--- config.mk ---
export PLATFORM = sky130hd
export DESIGN_NAME = serialdump_flat
export DESIGN_NICKNAME = d
export VERILOG_FILES = /design/src/rtl/serialdump_if.sv /design/src/rtl/serialdump.sv /design/src/flat_wrapper.sv
export SDC_FILE = /design/constraint.sdc
export NUM_CORES = 1
export LEC_CHECK = 0
export ABC_AREA = 0
export CAP_MARGIN = 20
export CORE_ASPECT_RATIO = 1.4
export CORE_MARGIN = 10
export CORE_UTILIZATION = 30
export DETAILED_ROUTE_END_ITERATION = 16
export HOLD_SLACK_MARGIN = 0.03
export SYNTH_ARGS = -nofsm -noshare
export SYNTH_HDL_FRONTEND = slang
export SYNTH_SLANG_ARGS = --single-unit
--- constraint.sdc ---
create_clock -name clk -period 4.4 [get_ports clk]
set_input_delay 0.44 -clock clk [delete_from_list [all_inputs] [get_ports clk]]
set_output_delay 0.44 -clock clk [all_outputs]
set_load 0.01 [all_outputs]
--- src/rtl/serialdump_if.sv ---
// Bus bundle for serialdump: control registers, CPU side, memory side and UART transmitter.
interface serialdump_if;
    // Control register port
    logic [2:0]  a;
    logic [31:0] d;
    logic        we;
    logic        ready;

    // CPU-facing memory port
    logic [31:0] a_cpu;
    logic [31:0] d_cpu;
    logic        we_cpu;
    logic        rd_cpu;
    logic        burst_en_cpu;
    logic [7:0]  burst_length_cpu;
    logic [31:0] spo_cpu;
    logic        ready_cpu;

    // Memory-facing port
    logic [31:0] a_mem;
    logic [31:0] d_mem;
    logic        we_mem;
    logic        rd_mem;
    logic        burst_en_mem;
    logic [7:0]  burst_length_mem;
    logic [31:0] spo_mem;
    logic        ready_mem;

    // UART transmitter
    logic [7:0]  uart_tx_data;
    logic        uart_tx_we;
    logic        uart_tx_ready;

    // The dumper's view of the bundle
    modport slave (
        input  a, d, we,
        input  a_cpu, d_cpu, we_cpu, rd_cpu, burst_en_cpu, burst_length_cpu,
        input  spo_mem, ready_mem, uart_tx_ready,
        output ready, spo_cpu, ready_cpu,
        output a_mem, d_mem, we_mem, rd_mem, burst_en_mem, burst_length_mem,
        output uart_tx_data, uart_tx_we
    );

    // The surrounding system's view of the bundle
    modport master (
        output a, d, we,
        output a_cpu, d_cpu, we_cpu, rd_cpu, burst_en_cpu, burst_length_cpu,
        output spo_mem, ready_mem, uart_tx_ready,
        input  ready, spo_cpu, ready_cpu,
        input  a_mem, d_mem, we_mem, rd_mem, burst_en_mem, burst_length_mem,
        input  uart_tx_data, uart_tx_we
    );
endinterface

--- src/rtl/serialdump.sv ---
// serialdump: reads N words from memory and sends each as 8 lowercase hex chars
// (MSB nibble first) over the UART, ending every dump with a single space.
// While dumping it owns the memory port and the CPU is stalled.
// Optional feature macro: SERIALDUMP_NEWLINE_EN inserts 0x0a after every
// WORDS_PER_LINE-th word (except the last).
module serialdump #(
    parameter int unsigned CNT_W          = 24,
    parameter int unsigned WORDS_PER_LINE = 8
) (
    input  logic        clk,
    input  logic        rst_n,
    serialdump_if.slave bus
);
    localparam int unsigned ADDR_W = 32;
    localparam int unsigned DATA_W = 32;
    localparam int unsigned NIB_W  = 3;
    localparam int unsigned CHAR_W = 8;

    localparam logic [2:0] REG_ADDR  = 3'b001;
    localparam logic [2:0] REG_COUNT = 3'b010;
    localparam logic [2:0] REG_GO    = 3'b011;

    localparam logic [CHAR_W-1:0] CHAR_SPACE = 8'h20;
    localparam logic [CHAR_W-1:0] CHAR_NL    = 8'h0a;

    typedef enum logic [3:0] {
        S_IDLE,
        S_RD,
        S_HEX,
        S_TXW,
        S_NEXT,
        S_TERM,
        S_TERMW,
        S_NL,
        S_NLW
    } state_t;

    state_t state;
    state_t state_nxt;

    logic [ADDR_W-1:0] addr;
    logic [CNT_W-1:0]  count;
    logic [DATA_W-1:0] word;
    logic [NIB_W-1:0]  nib;

    logic              busy;
    logic [DATA_W-1:0] d_swap;
    logic              reg_wr;
    logic              go;
    logic              line_end;
    logic [3:0]        nib_val;
    logic              tx_send_c;
    logic [CHAR_W-1:0] tx_char_c;

    // Register writes arrive byte-swapped; only accepted while idle
    assign d_swap  = {bus.d[7:0], bus.d[15:8], bus.d[23:16], bus.d[31:24]};
    assign busy    = (state != S_IDLE);
    assign reg_wr  = bus.we & ~busy;
    assign go      = reg_wr & (bus.a == REG_GO);
    assign nib_val = word[{nib, 2'b00} +: 4];

    assign bus.ready     = ~busy & ~bus.we;
    assign bus.spo_cpu   = bus.spo_mem;
    assign bus.ready_cpu = bus.ready_mem & ~busy;

`ifdef SERIALDUMP_NEWLINE_EN
    localparam int unsigned LINE_W = (WORDS_PER_LINE > 1) ? $clog2(WORDS_PER_LINE) : 1;

    logic [LINE_W-1:0] line_cnt;

    assign line_end = (line_cnt == LINE_W'(WORDS_PER_LINE - 1));

    // Words emitted on the current line; cleared at each go and after a newline
    always_ff @(posedge clk) begin
        if (!rst_n) begin
            line_cnt <= '0;
        end else if (go) begin
            line_cnt <= '0;
        end else if (state == S_NEXT) begin
            line_cnt <= line_end ? '0 : line_cnt + LINE_W'(1);
        end
    end
`else
    logic unused_wpl;

    assign line_end   = 1'b0;
    assign unused_wpl = (WORDS_PER_LINE != 0);
`endif

    // State register
    always_ff @(posedge clk) begin
        if (!rst_n) begin
            state <= S_IDLE;
        end else begin
            state <= state_nxt;
        end
    end

    // Next-state logic
    always_comb begin
        state_nxt = state;
        case (state)
            S_IDLE: begin
                if (go) begin
                    state_nxt = (count == '0) ? S_TERM : S_RD;
                end
            end
            S_RD: begin
                if (bus.ready_mem) begin
                    state_nxt = S_HEX;
                end
            end
            S_HEX: begin
                if (bus.uart_tx_ready) begin
                    state_nxt = S_TXW;
                end
            end
            S_TXW: begin
                state_nxt = (nib != '0) ? S_HEX : S_NEXT;
            end
            S_NEXT: begin
                if (count == CNT_W'(1)) begin
                    state_nxt = S_TERM;
                end else if (line_end) begin
                    state_nxt = S_NL;
                end else begin
                    state_nxt = S_RD;
                end
            end
            S_TERM: begin
                if (bus.uart_tx_ready) begin
                    state_nxt = S_TERMW;
                end
            end
            S_TERMW: begin
                state_nxt = S_IDLE;
            end
            S_NL: begin
                if (bus.uart_tx_ready) begin
                    state_nxt = S_NLW;
                end
            end
            S_NLW: begin
                state_nxt = S_RD;
            end
            default: begin
                state_nxt = S_IDLE;
            end
        endcase
    end

    // Outputs: char selection for the transmitter and the memory port override
    always_comb begin
        tx_send_c            = 1'b0;
        tx_char_c            = '0;
        bus.a_mem            = bus.a_cpu;
        bus.d_mem            = bus.d_cpu;
        bus.we_mem           = bus.we_cpu;
        bus.rd_mem           = bus.rd_cpu;
        bus.burst_en_mem     = bus.burst_en_cpu;
        bus.burst_length_mem = bus.burst_length_cpu;

        case (state)
            S_HEX: begin
                tx_send_c = bus.uart_tx_ready;
                tx_char_c = (nib_val < 4'd10) ? (8'h30 + CHAR_W'(nib_val))
                                              : (8'h57 + CHAR_W'(nib_val));
            end
            S_TERM: begin
                tx_send_c = bus.uart_tx_ready;
                tx_char_c = CHAR_SPACE;
            end
            S_NL: begin
                tx_send_c = bus.uart_tx_ready;
                tx_char_c = CHAR_NL;
            end
            default: begin
                tx_send_c = 1'b0;
            end
        endcase

        if (busy) begin
            bus.a_mem            = addr;
            bus.d_mem            = '0;
            bus.we_mem           = 1'b0;
            bus.rd_mem           = (state == S_RD);
            bus.burst_en_mem     = 1'b1;
            bus.burst_length_mem = 8'd1;
        end
    end

    // Datapath: control registers, fetched word, nibble pointer and UART strobe
    always_ff @(posedge clk) begin
        if (!rst_n) begin
            addr             <= '0;
            count            <= '0;
            word             <= '0;
            nib              <= '0;
            bus.uart_tx_we   <= 1'b0;
            bus.uart_tx_data <= '0;
        end else begin
            bus.uart_tx_we <= tx_send_c;
            if (tx_send_c) begin
                bus.uart_tx_data <= tx_char_c;
            end

            case (state)
                S_IDLE: begin
                    if (reg_wr && (bus.a == REG_ADDR)) begin
                        addr <= d_swap;
                    end
                    if (reg_wr && (bus.a == REG_COUNT)) begin
                        count <= d_swap[CNT_W-1:0];
                    end
                end
                S_RD: begin
                    if (bus.ready_mem) begin
                        word <= bus.spo_mem;
                        nib  <= NIB_W'(7);
                    end
                end
                S_TXW: begin
                    if (nib != '0) begin
                        nib <= nib - NIB_W'(1);
                    end
                end
                S_NEXT: begin
                    addr  <= addr + ADDR_W'(4);
                    count <= count - CNT_W'(1);
                end
                default: begin
                    addr <= addr;
                end
            endcase
        end
    end
endmodule

--- src/flat_wrapper.sv ---
// flat-port wrapper written by rule: the top's interface ports become plain ports
module serialdump_flat 
#(
    parameter int unsigned CNT_W          = 24,
    parameter int unsigned WORDS_PER_LINE = 8
)
  (clk, rst_n, bus_a, bus_d, bus_we, bus_a_cpu, bus_d_cpu, bus_we_cpu, bus_rd_cpu, bus_burst_en_cpu, bus_burst_length_cpu, bus_spo_mem, bus_ready_mem, bus_uart_tx_ready, bus_ready, bus_spo_cpu, bus_ready_cpu, bus_a_mem, bus_d_mem, bus_we_mem, bus_rd_mem, bus_burst_en_mem, bus_burst_length_mem, bus_uart_tx_data, bus_uart_tx_we);
  serialdump_if bus_i ();
  input  logic clk;
  input  logic rst_n;
  input wire logic [$bits(bus_i.a)-1:0] bus_a;
  input wire logic [$bits(bus_i.d)-1:0] bus_d;
  input wire logic [$bits(bus_i.we)-1:0] bus_we;
  input wire logic [$bits(bus_i.a_cpu)-1:0] bus_a_cpu;
  input wire logic [$bits(bus_i.d_cpu)-1:0] bus_d_cpu;
  input wire logic [$bits(bus_i.we_cpu)-1:0] bus_we_cpu;
  input wire logic [$bits(bus_i.rd_cpu)-1:0] bus_rd_cpu;
  input wire logic [$bits(bus_i.burst_en_cpu)-1:0] bus_burst_en_cpu;
  input wire logic [$bits(bus_i.burst_length_cpu)-1:0] bus_burst_length_cpu;
  input wire logic [$bits(bus_i.spo_mem)-1:0] bus_spo_mem;
  input wire logic [$bits(bus_i.ready_mem)-1:0] bus_ready_mem;
  input wire logic [$bits(bus_i.uart_tx_ready)-1:0] bus_uart_tx_ready;
  output wire logic [$bits(bus_i.ready)-1:0] bus_ready;
  output wire logic [$bits(bus_i.spo_cpu)-1:0] bus_spo_cpu;
  output wire logic [$bits(bus_i.ready_cpu)-1:0] bus_ready_cpu;
  output wire logic [$bits(bus_i.a_mem)-1:0] bus_a_mem;
  output wire logic [$bits(bus_i.d_mem)-1:0] bus_d_mem;
  output wire logic [$bits(bus_i.we_mem)-1:0] bus_we_mem;
  output wire logic [$bits(bus_i.rd_mem)-1:0] bus_rd_mem;
  output wire logic [$bits(bus_i.burst_en_mem)-1:0] bus_burst_en_mem;
  output wire logic [$bits(bus_i.burst_length_mem)-1:0] bus_burst_length_mem;
  output wire logic [$bits(bus_i.uart_tx_data)-1:0] bus_uart_tx_data;
  output wire logic [$bits(bus_i.uart_tx_we)-1:0] bus_uart_tx_we;
  assign bus_i.a = bus_a;
  assign bus_i.d = bus_d;
  assign bus_i.we = bus_we;
  assign bus_i.a_cpu = bus_a_cpu;
  assign bus_i.d_cpu = bus_d_cpu;
  assign bus_i.we_cpu = bus_we_cpu;
  assign bus_i.rd_cpu = bus_rd_cpu;
  assign bus_i.burst_en_cpu = bus_burst_en_cpu;
  assign bus_i.burst_length_cpu = bus_burst_length_cpu;
  assign bus_i.spo_mem = bus_spo_mem;
  assign bus_i.ready_mem = bus_ready_mem;
  assign bus_i.uart_tx_ready = bus_uart_tx_ready;
  assign bus_ready = bus_i.ready;
  assign bus_spo_cpu = bus_i.spo_cpu;
  assign bus_ready_cpu = bus_i.ready_cpu;
  assign bus_a_mem = bus_i.a_mem;
  assign bus_d_mem = bus_i.d_mem;
  assign bus_we_mem = bus_i.we_mem;
  assign bus_rd_mem = bus_i.rd_mem;
  assign bus_burst_en_mem = bus_i.burst_en_mem;
  assign bus_burst_length_mem = bus_i.burst_length_mem;
  assign bus_uart_tx_data = bus_i.uart_tx_data;
  assign bus_uart_tx_we = bus_i.uart_tx_we;
  serialdump #(.CNT_W(CNT_W), .WORDS_PER_LINE(WORDS_PER_LINE)) u_core (.clk(clk), .rst_n(rst_n), .bus(bus_i));
endmodule
==> impl_results.md <==
- Top-count cell post-synth: nand2_1
- Final hold vios: 0
- Outcome: completed
- Leak: 3.29 nW
- First-pass GRT wire length: ~36 mm
- Setup crit end kind: output pin
- Die H: a little under 200 um
- Tightest Pin Transition: between 1000 and 1500 ps
- Part of the cycle the worst path needs: between 60% and 70%
- Max transition margin: roughly 30%
- Hold crit path type: reg -> reg
- Flops & latches, synth: between 100 and 150
- Async S/R FF share, synth: 0%
- Post-CTS Setup Inserts: 0
- Num rows: between 60 and 70
- Number of global-route vias before repair: 6542
- WL per Instance: around 17 um
- Crit-path max FO: slightly above 80
- Slew Limit Fails: 0
- Placer congestion estimate: between 0.8 and 0.9
- Total number of yosys warnings: 0
- Synthesized area per cell: between 7 and 8 um2
- Resized Gates After CTS: 0
- H-tree levels: 3
- F_max: 334 MHz
- I/O pin cnt: approximately 270
- Max Cap Viol: 0
- Vias: roughly 6600
- Top post-synthesis cells by area: dfxtp_1, nand2_1, a21oi_1
- EDFF count, synth: 0
- Slowest stage delay, CP: roughly 570 ps
- Worst skew pair latency: 360 ps
- Die X: around 140 um
- R2R Path Start: u_core.state[0]
- Gate Count Post-Synth: 860
- Max VDD drop: about 0.00025 V
- Sequential area share after synthesis: between 30% and 40%
- Worst Setup Path Type: reg -> out
- Drt total wl: 22.9 mm
- Min cycle time layout: 3000 ps
- First-pass iteration count of the detailed router: 5
- Vias/cell: 5.03
- Mapped Area: ~0.0064 mm2
- Top cell type's share of synthesized area: between 30% and 40%
- All-Layer GR Usage: 15.9%
- Post-route cell area: 0.00926 mm2
- Main flop type after synthesis: dfxtp_1
- Clock sink total: around 100
- Area of the multi-input gates: 0.00384 mm2
- WHS: 450 ps
- Critical path cell sequence: nor4_2, buf_4, and2_1, clkdlybuf4s50_1
- DRT antenna net count: 0
- Pin count of the biggest net entering global routing: 84
- Syn nets: 1014
- Crit path from: u_core.state[0]
- Clock buffer depth: 2
- Root buffer cell: clkbuf_16
- Post-CTS Hold Buffers: 0
- Required @ worst endpoint: 3960 ps
- Drc violations: 0
- Final setup viols: 0
- Library cells used by synthesis: 70
- RSZ-0062 raised after global routing: false
- Register Area: approximately 0.0021 mm2
- Post-DP HPWL: about 18 mm
- R2R setup slack: around 1600 ps
- Crit-path slowest cell: buf_4
- CTS tree: built
- Worst Reg-to-Reg Cells: 6
- Port bufs: 263
- Core area: 0.0212 mm2
- Nets: between 1000 and 1500
- Die area: about 0.028 mm2
- P&R area growth vs syn: 43.7%
- Layout cell share with drive strength beyond 1: 5.48%
- Synth area leader: dfxtp_1
- Global route total overflow: 0
- Worst hold path depth: 2
- Pwr Density: slightly above 400 mW/mm2
- DRT iter0 DRCs: 368
- Hold Startpoint: u_core.word[18]
- Worst Hold End: u_core.word[18]
- CTS buffer count: 9
- Worst Skew: between 10 and 15 ps
- Commonest cells post-synth: nand2_1, dfxtp_1, a21oi_1, and2_1, clkbuf_1
- Reg2Reg Capture Point: u_core.addr[15]
- Fillers: 2162
- Setup_tns: 0 ps
- CP startpoint kind: flip-flop
- Antenna violations before repair: 0
- Initial Util: approximately 30%
- Clock slew at reported path FFs: about 70 ps
- Dpl cell area: 0.00899 mm2
- Arrival time worst endpoint: 2560 ps
- Antenna diode count: 0
==> power breakdown <==
part           switching, W  internal, W
clock              0.000377     0.000385
sequential         0.000183      0.00109
combinational      0.000910     0.000874
==> layout by cell type, fill, tap and decap left out, types with 11 or more instances in the layout <==
cell type        count
inv_1               13
a211oi_1            11
nand4_1             17
a21oi_1             69
nand2_1            208
and3_1              16
dfxtp_1            103
nor2_1              36
and2_1              49
nor3_1              14
nand3_1             33
o21ai_0             28
clkdlybuf4s50_1    263
==> how the worst max path moves through the flow <==
stage,to,cells after the start,slack [ps]
final,bus_d_mem[9],4,1400
after detailed placement,u_core.addr[15],6,1300
after global routing,bus_a_mem[21],5,1190
after floorplan,bus_a_mem[17],7,2170
after global placement,u_core.addr[15],6,1500
after CTS,bus_d_mem[9],4,1370
==> per-layer routing <==
layer / routed length (um) / global-route usage [%] / vias up / share of wire [%]
li1: - / - / 3372 / -
met1: 9320 / 18.1 / 3041 / 41
met2: 11700 / 28.7 / 204 / 51
met3: 1480 / 3.55 / 23 / 6.5
met4: 357 / 4.31 / 0 / 1.6
met5: 0 / 0 / - / 0
==> worst max-delay path, delay by kind of cell, from the launching register on <==
kind	cells	cell delay, ps
buf+inv	2	1130
flops	1	500
simple gates	2	540
==> metrics by stage <==
stage	setup WS [ps]	utilization, %	power (W)	std cells
6_report	1400	43.7	0.00381	1319
4_1_cts	1370	43.7	0.00386	1319
5_1_grt	1190	43.7	0.00408	1319
2_1_floorplan	2170	-	0.00236	860
3_5_place_dp	1300	42.4	0.00308	1304
3_3_place_gp	1500	42.4	0.00307	1304
==> sequential cells by signal, indices dropped and copies added (netlist names) <==
name                     cells
u_core.addr                 32
u_core.bus.uart_tx_data      7
u_core.bus.uart_tx_we        1
u_core.count                24
u_core.nib                   3
u_core.state                 4
u_core.word                 32
==> area by class of cell <==
class / instances / area share, %
multi-input cells: 654 / 41.5
clock buffers: 9 / 2.43
repair buffers: 273 / 29.2
inverters: 14 / 0.567
clock inverters: 6 / 0.486
flip-flops and latches: 103 / 22.3
well taps: 260 / 3.51
==> cell families after synthesis <==
kind of cell	after synthesis	share of synthesized area [%]
xor+xnor	9	1.22
flops	103	32.0
compound gates	176	17.3
simple gates	434	33.6
fa+ha+maj	8	1.51
other cells	1	0.0582
buf+inv	103	8.48
mux	26	5.78
(Power assumes the default switching activity.)
